==> src/rtl/rle_decoder.sv <==
// rtl/rle_decoder.sv - run-length decoder expanding (value, count) pairs into a sample stream; optional prefetch via RLD_PREFETCH_EN
module rle_decoder #(
  parameter int DW = 13,
  parameter int CW = 8
) (
  input  logic                 clk,
  input  logic                 rst_n,
  input  logic signed [DW-1:0] in_value,
  input  logic [CW-1:0]        in_count,
  input  logic                 in_valid,
  output logic                 in_ready,
  output logic signed [DW-1:0] out_sample,
  output logic                 out_valid,
  input  logic                 out_ready,
  output logic                 out_last,
  output logic                 busy
);

  typedef enum logic {IDLE, EXPAND} state_t;

  state_t               state, state_n;
  logic signed [DW-1:0] value, value_n;
  logic [CW:0]          remaining, remaining_n;
  logic                 accept, xfer, last_xfer;

  // A count of zero stands for the longest run, 2^CW beats.
  function automatic logic [CW:0] run_len(input logic [CW-1:0] c);
    if (c == '0) run_len = {1'b1, {CW{1'b0}}};
    else         run_len = {1'b0, c};
  endfunction

  assign out_valid  = (state == EXPAND);
  assign out_sample = value;
  assign out_last   = out_valid && (remaining == {{CW{1'b0}}, 1'b1});
  assign accept     = in_valid && in_ready;
  assign xfer       = out_valid && out_ready;
  assign last_xfer  = xfer && out_last;

`ifdef RLD_PREFETCH_EN
  logic signed [DW-1:0] hold_value, hold_value_n;
  logic [CW-1:0]        hold_count, hold_count_n;
  logic                 hold_valid, hold_valid_n;

  // Input side only stalls when the single holding slot is occupied.
  assign in_ready = !hold_valid;
`else
  logic hold_valid;

  assign hold_valid = 1'b0;
  assign in_ready   = (state == IDLE);
`endif

  assign busy = (state == EXPAND) || hold_valid;

  // Next-state logic: load a run, count beats down, chain into the next run.
  always_comb begin
    state_n     = state;
    value_n     = value;
    remaining_n = remaining;
`ifdef RLD_PREFETCH_EN
    hold_value_n = hold_value;
    hold_count_n = hold_count;
    hold_valid_n = hold_valid;
`endif
    case (state)
      IDLE: begin
        if (accept) begin
          value_n     = in_value;
          remaining_n = run_len(in_count);
          state_n     = EXPAND;
        end
      end
      EXPAND: begin
        if (xfer) begin
          remaining_n = remaining - {{CW{1'b0}}, 1'b1};
          if (out_last) begin
`ifdef RLD_PREFETCH_EN
            if (hold_valid) begin
              value_n      = hold_value;
              remaining_n  = run_len(hold_count);
              hold_valid_n = 1'b0;
            end else if (accept) begin
              value_n     = in_value;
              remaining_n = run_len(in_count);
            end else begin
              state_n = IDLE;
            end
`else
            state_n = IDLE;
`endif
          end
        end
`ifdef RLD_PREFETCH_EN
        // A pair arriving mid-run waits in the holding slot; one arriving on
        // the last beat with the slot empty went straight to the active run.
        if (accept && !last_xfer) begin
          hold_value_n = in_value;
          hold_count_n = in_count;
          hold_valid_n = 1'b1;
        end
`endif
      end
      default: state_n = IDLE;
    endcase
  end

  // State and datapath registers; reset discards any partial run.
  always_ff @(posedge clk or negedge rst_n) begin
    if (!rst_n) begin
      state     <= IDLE;
      value     <= '0;
      remaining <= '0;
`ifdef RLD_PREFETCH_EN
      hold_value <= '0;
      hold_count <= '0;
      hold_valid <= 1'b0;
`endif
    end else begin
      state     <= state_n;
      value     <= value_n;
      remaining <= remaining_n;
`ifdef RLD_PREFETCH_EN
      hold_value <= hold_value_n;
      hold_count <= hold_count_n;
      hold_valid <= hold_valid_n;
`endif
    end
  end

endmodule

==> config.mk <==
export PLATFORM = sky130hd
export DESIGN_NAME = rle_decoder
export DESIGN_NICKNAME = d
export VERILOG_FILES = /design/src/rtl/rle_decoder.sv
export SDC_FILE = /design/constraint.sdc
export NUM_CORES = 1
export LEC_CHECK = 0
export CORE_MARGIN = 2
export CORE_UTILIZATION = 48
export DETAILED_ROUTE_END_ITERATION = 16
export PLACE_DENSITY = 0.84
export SLEW_MARGIN = 20
export SYNTH_ARGS = -nofsm -noshare
export SYNTH_HDL_FRONTEND = slang
export SYNTH_SLANG_ARGS = --single-unit
export TNS_END_PERCENT = 100
==> constraint.sdc <==
create_clock -name clk -period 2.3 [get_ports clk]
set_input_delay 0.46 -clock clk [delete_from_list [all_inputs] [get_ports clk]]
set_output_delay 0.46 -clock clk [all_outputs]
set_load 0.05 [all_outputs]
---- Yosys cells after proc, flatten, opt, wreduce, memory -nomap -nowiden ----
Index checks and enable logic that the tools add are counted.
Widths: inputs -> output; s select.
cells by class
  add/subtract/negate cells ............... 1
  equality and inequality tests ........... 3
  mux-type cells .......................... 8
  bitwise gates (word level) .............. 1
  reductions and logical operators ........ 6
operator list
  cell                 count
  $mux 9               3
  $pmux 9 s2           1
  $eq 9x1->1 const B   1
  $sub 9x1->9 const B  1
  $logic_not 8->1      1
  $ne 2x1->1 const B   2
  $reduce_and 2->1     2
  $logic_and 1x1->1    3
  $mux 1               3
  $pmux 1 s2           1
  $not 1->1            1
storage, ports and cells
  bits in registers ....................... 23
  input port bits ......................... 25
  output and inout port bits .............. 17
  word-level logic and storage cells ...... 22

---- Depth between registers and ports, before layout ----
  depth after elaboration ................. 5
  mapped depth ............................ 5
  depth with buffers taken out ............ 5

---- Worst setup path before layout ----
OpenSTA, ideal clock, no wires.
  path type ............................... flip-flop to output port
  start point ............................. reg remaining[5]
  end point ............................... out out_last
  arrival time ............................ 1.939 ns
  required time ........................... 1.840 ns
  slack ................................... -0.099 ns
  cell stages (with the launch flop) ...... 3
  path buffers ............................ 0
  cells stage by stage .................... dfrtp_1 or4_4 nor4b_2
between the ends
  word-level cells in the longest chain between the ends .. 2
RTL lines
  element                 RTL line  RTL
  from (decl)             23        logic [CW:0] remaining, remaining_n;
  from (signal assigned)  121       remaining <= remaining_n;
  $eq 9x1->1              34        assign out_last = out_valid && (remaining == {{CW{1'b0}}, 1'b1});
  $logic_and 1x1->1       34
  to (decl)               15        output logic out_last,
No other way between the ends.

---- Worst setup path in the final report ----
  start point ............................. reg remaining[4]
  end point ............................... out out_last
Same word-level chain as after synthesis.

==> impl_metrics.py <==
metrics = {
    "status": {
        "status": "completed",
    },
    "clock_network": {
        "clk-insertion-delay-late_ns": 0.31,
        "h-tree-depth": 1,
        "root_buffer": "clkbuf_4",
        "cts_tree": "done",
        "clock-sinks": 23,
        "cts-buffers-inserted": 3,
        "post_cts_buffers": 0,
        "cts-resized-gates": 0,
        "clock_path_buffers": 2,
        "hold_buffers": 0,
        "path_clk_slew_ns": 0.13,
    },
    "synth": {
        "synth_warnings": 0,
        "ys_seq_area_share_pct": 47.6,
        "synth_top_family_by_area": "simple AND/OR/NAND/NOR gates",
        "synth_fa_ha_area_share_pct": 2.07,
        "synth-seq-cells": 23,
        "yosys-top-cells-area": "dfrtp_1 48%, mux2_2 12%, a211oi_1 3.1%",
        "synth_xor_xnor_area_share_pct": 2.17,
        "synth_top_area_share_pct": 47.6,
        "synth_top_flop_cell": "dfrtp_1",
        "synth-edff-count": 0,
        "synth_area_sq_mm": 0.00121,
        "avgSynthCellArea_sq_um": 11.2,
        "synthArstFlopShare_pct": 100,
        "synth_compound_area_share_pct": 11.3,
        "synthesis.nets": 135,
        "yosys.area.top_type": "dfrtp_1",
        "synthSimpleGateAreaFrac_pct": 18.2,
        "syn_inst": 108,
        "synthMuxAreaShare_pct": 14.6,
        "ys_types": 38,
    },
    "critical_path": {
        "worstReg2RegStart": "remaining[4]$_DFFE_PN0P_",
        "worstPathCellList": "or4_4 > nor4b_4 > buf_12",
        "cp-end-kind": "primary output",
        "cp_slowest_stage_delay_ns": 0.56,
        "required_ns": 1.84,
        "cp-start-kind": "register",
        "cp_slowest_cell": "or4_4",
        "path_class": "register to primary output",
        "worstPathArrival_ns": 1.81,
        "startpoint": "remaining[4]$_DFFE_PN0P_",
        "cp_max_fo": 6,
    },
    "cells_and_area": {
        "drive_gt1_share_pct": 19.3,
        "post-route-util_pct": 69.5,
        "n_fill_cell": 186,
        "fin_nets": 178,
        "diodes": 0,
        "areaGrowthSynthToFinish_pct": 40.0,
    },
    "drt": {
        "detail-route-antenna-nets": 0,
        "drc_errors": 0,
        "routed_wl_um": 2660,
        "drt-vias-per-instance": 5.51,
        "dr.pass1.iters": 4,
        "num_vias": 991,
        "drtIter0Drc": 12,
        "wl_per_cell_um": 14.8,
    },
    "die": {
        "die_area_sq_mm": 0.00294,
        "ioPinCount": 42,
        "row_count": 18,
        "initial_core_util_pct": 49.7,
        "chipHeight_um": 54.2,
        "core_area_sq_mm": 0.00243,
        "die_width_um": 54.2,
    },
    "sta": {
        "maxSlewViolCount": 0,
        "fmax_ghz": 0.441,
        "fin_crit_sh_pct": 98.7,
        "final_hold_viol_count": 0,
        "maxSlewHeadroom_pct": 54.3,
        "period_needed_ns": 2.27,
        "tns_ns": 0,
        "rsz0062_at_grt": "true",
        "finalClockSkew_ns": 0.00454,
        "setup_viol": 0,
        "max_slew.worst_pin.slew_ns": 0.679,
    },
    "power_and_ir_drop": {
        "powerDensity_mw_per_mm2": 1190,
        "p_leak_nw": 0.701,
        "ir_worst_vdd_mv": 1.02,
    },
    "placed_design": {
        "place_congestion": 0.848,
        "hpwl_um": 1970,
        "port_buffers": 41,
    },
    "global_routing": {
        "grt_pass1_wl_um": 4210,
        "grt_overflow": 0,
        "grt_pass1_vias": 943,
        "track_usage_pct": 20.2,
        "antenna_found_initial": 0,
        "grt_max_degree": 24,
    },
    "hold_path": {
        "min_path_type": "input port to async pin",
    },
    "run": {
        "maxCapViolCount": 0,
    },
}
==> layer usage <==
layer	wire length (um)	global-route usage [%]	share of wire (%)	up-vias
met3	189	6.11	7.1	4
li1	-	-	-	479
met5	0	0	0	-
met1	1160	23.4	44	476
met2	1290	35.3	48	32
met4	22	6.25	0.83	0
==> kinds of logic after synthesis <==
group / Yosys count
buffers and inverters: 11
muxes: 16
AOI/OAI and AO/OA: 19
and+or+nand+nor: 34
adders and majority gates: 2
xor gates and xnor gates: 3
DFF: 23
==> state kept, by name, indices dropped and copies added, names as in the netlist <==
name,flops
busy,1
out_sample,13
remaining,9
==> placed cells by master, fill, tap and decap left out, types with 2 or more instances in the layout <==
master and count:
inv_1 4, a31oi_1 3, a211oi_1 5, nand2_1 6
nor3_1 2, nor2_1 3, buf_4 7, clkbuf_4 3
nor4_1 2, a21oi_1 5, clkdlybuf4s50_1 37, mux2i_1 3
ha_1 2, nand3_1 2, and3_1 2, xor2_1 2
mux2_2 13, dfrtp_1 23, nor2b_1 5
==> synthesized netlist by cell type (3+ instances only) <==
cell type and instances:
nand2_1 6, a31oi_1 3, nor2_1 3, a211oi_1 5, buf_2 3, nor2b_1 5
a21oi_1 5, mux2i_1 3, inv_1 4, mux2_2 13, dfrtp_1 23
==> final cells by class <==
| type | count | area (sq um) | share of cell area, % |
|---|---|---|---|
| timing repair buffer | 45 | 443 | 26.2 |
| inverter | 4 | 15.0 | 0.888 |
| clock buffer | 3 | 22.5 | 1.33 |
| sequential | 23 | 576 | 34.0 |
| clock inverter | 1 | 5.00 | 0.296 |
| tap | 30 | 37.5 | 2.22 |
| multi-input combinational | 74 | 593 | 35.1 |
==> critical path: cells and delay by family, from the launching register on <==
family	cells	cell delay (ns)
buffers and inverters	1	0.18
flip-flops	1	0.45
AND/OR/NAND/NOR	2	0.86
==> per-stage QoR <==
stage	power [mW]	setup WS (ns)	std cells	area, sq um	hold WS, ns
floorplan	1.46	0.216	108	1220	0.164
global placement	1.80	0.369	176	1660	0.490
detailed placement	1.84	0.339	176	1660	0.496
CTS	2.03	0.0203	180	1690	0.489
global route	2.13	-0.0344	180	1690	0.503
finish	2.01	0.0309	180	1690	0.494
==> report_power, final <==
| group | switching, mW | internal (mW) |
|---|---|---|
| logic | 0.637 | 0.445 |
| clock network | 0.122 | 0.0651 |
| registers | 0.161 | 0.581 |
| total | 0.919 | 1.09 |
==> worst paths after layout <==
check,end,slack [ns],depth (start not counted)
max in group asynchronous,remaining[1]$_DFFE_PN0P_,1.57,2
hold / removal,busy$_DFF_PN0_,0.49,2
hold reg to reg,out_sample[9]$_DFFE_PN0P_,0.52,1
setup reg to reg,busy$_DFF_PN0_,0.71,3
min in group clk,out_sample[9]$_DFFE_PN0P_,0.52,1
setup / recovery,out_last,0.03,3
Note: power is estimated with default switching activity, not from simulation.
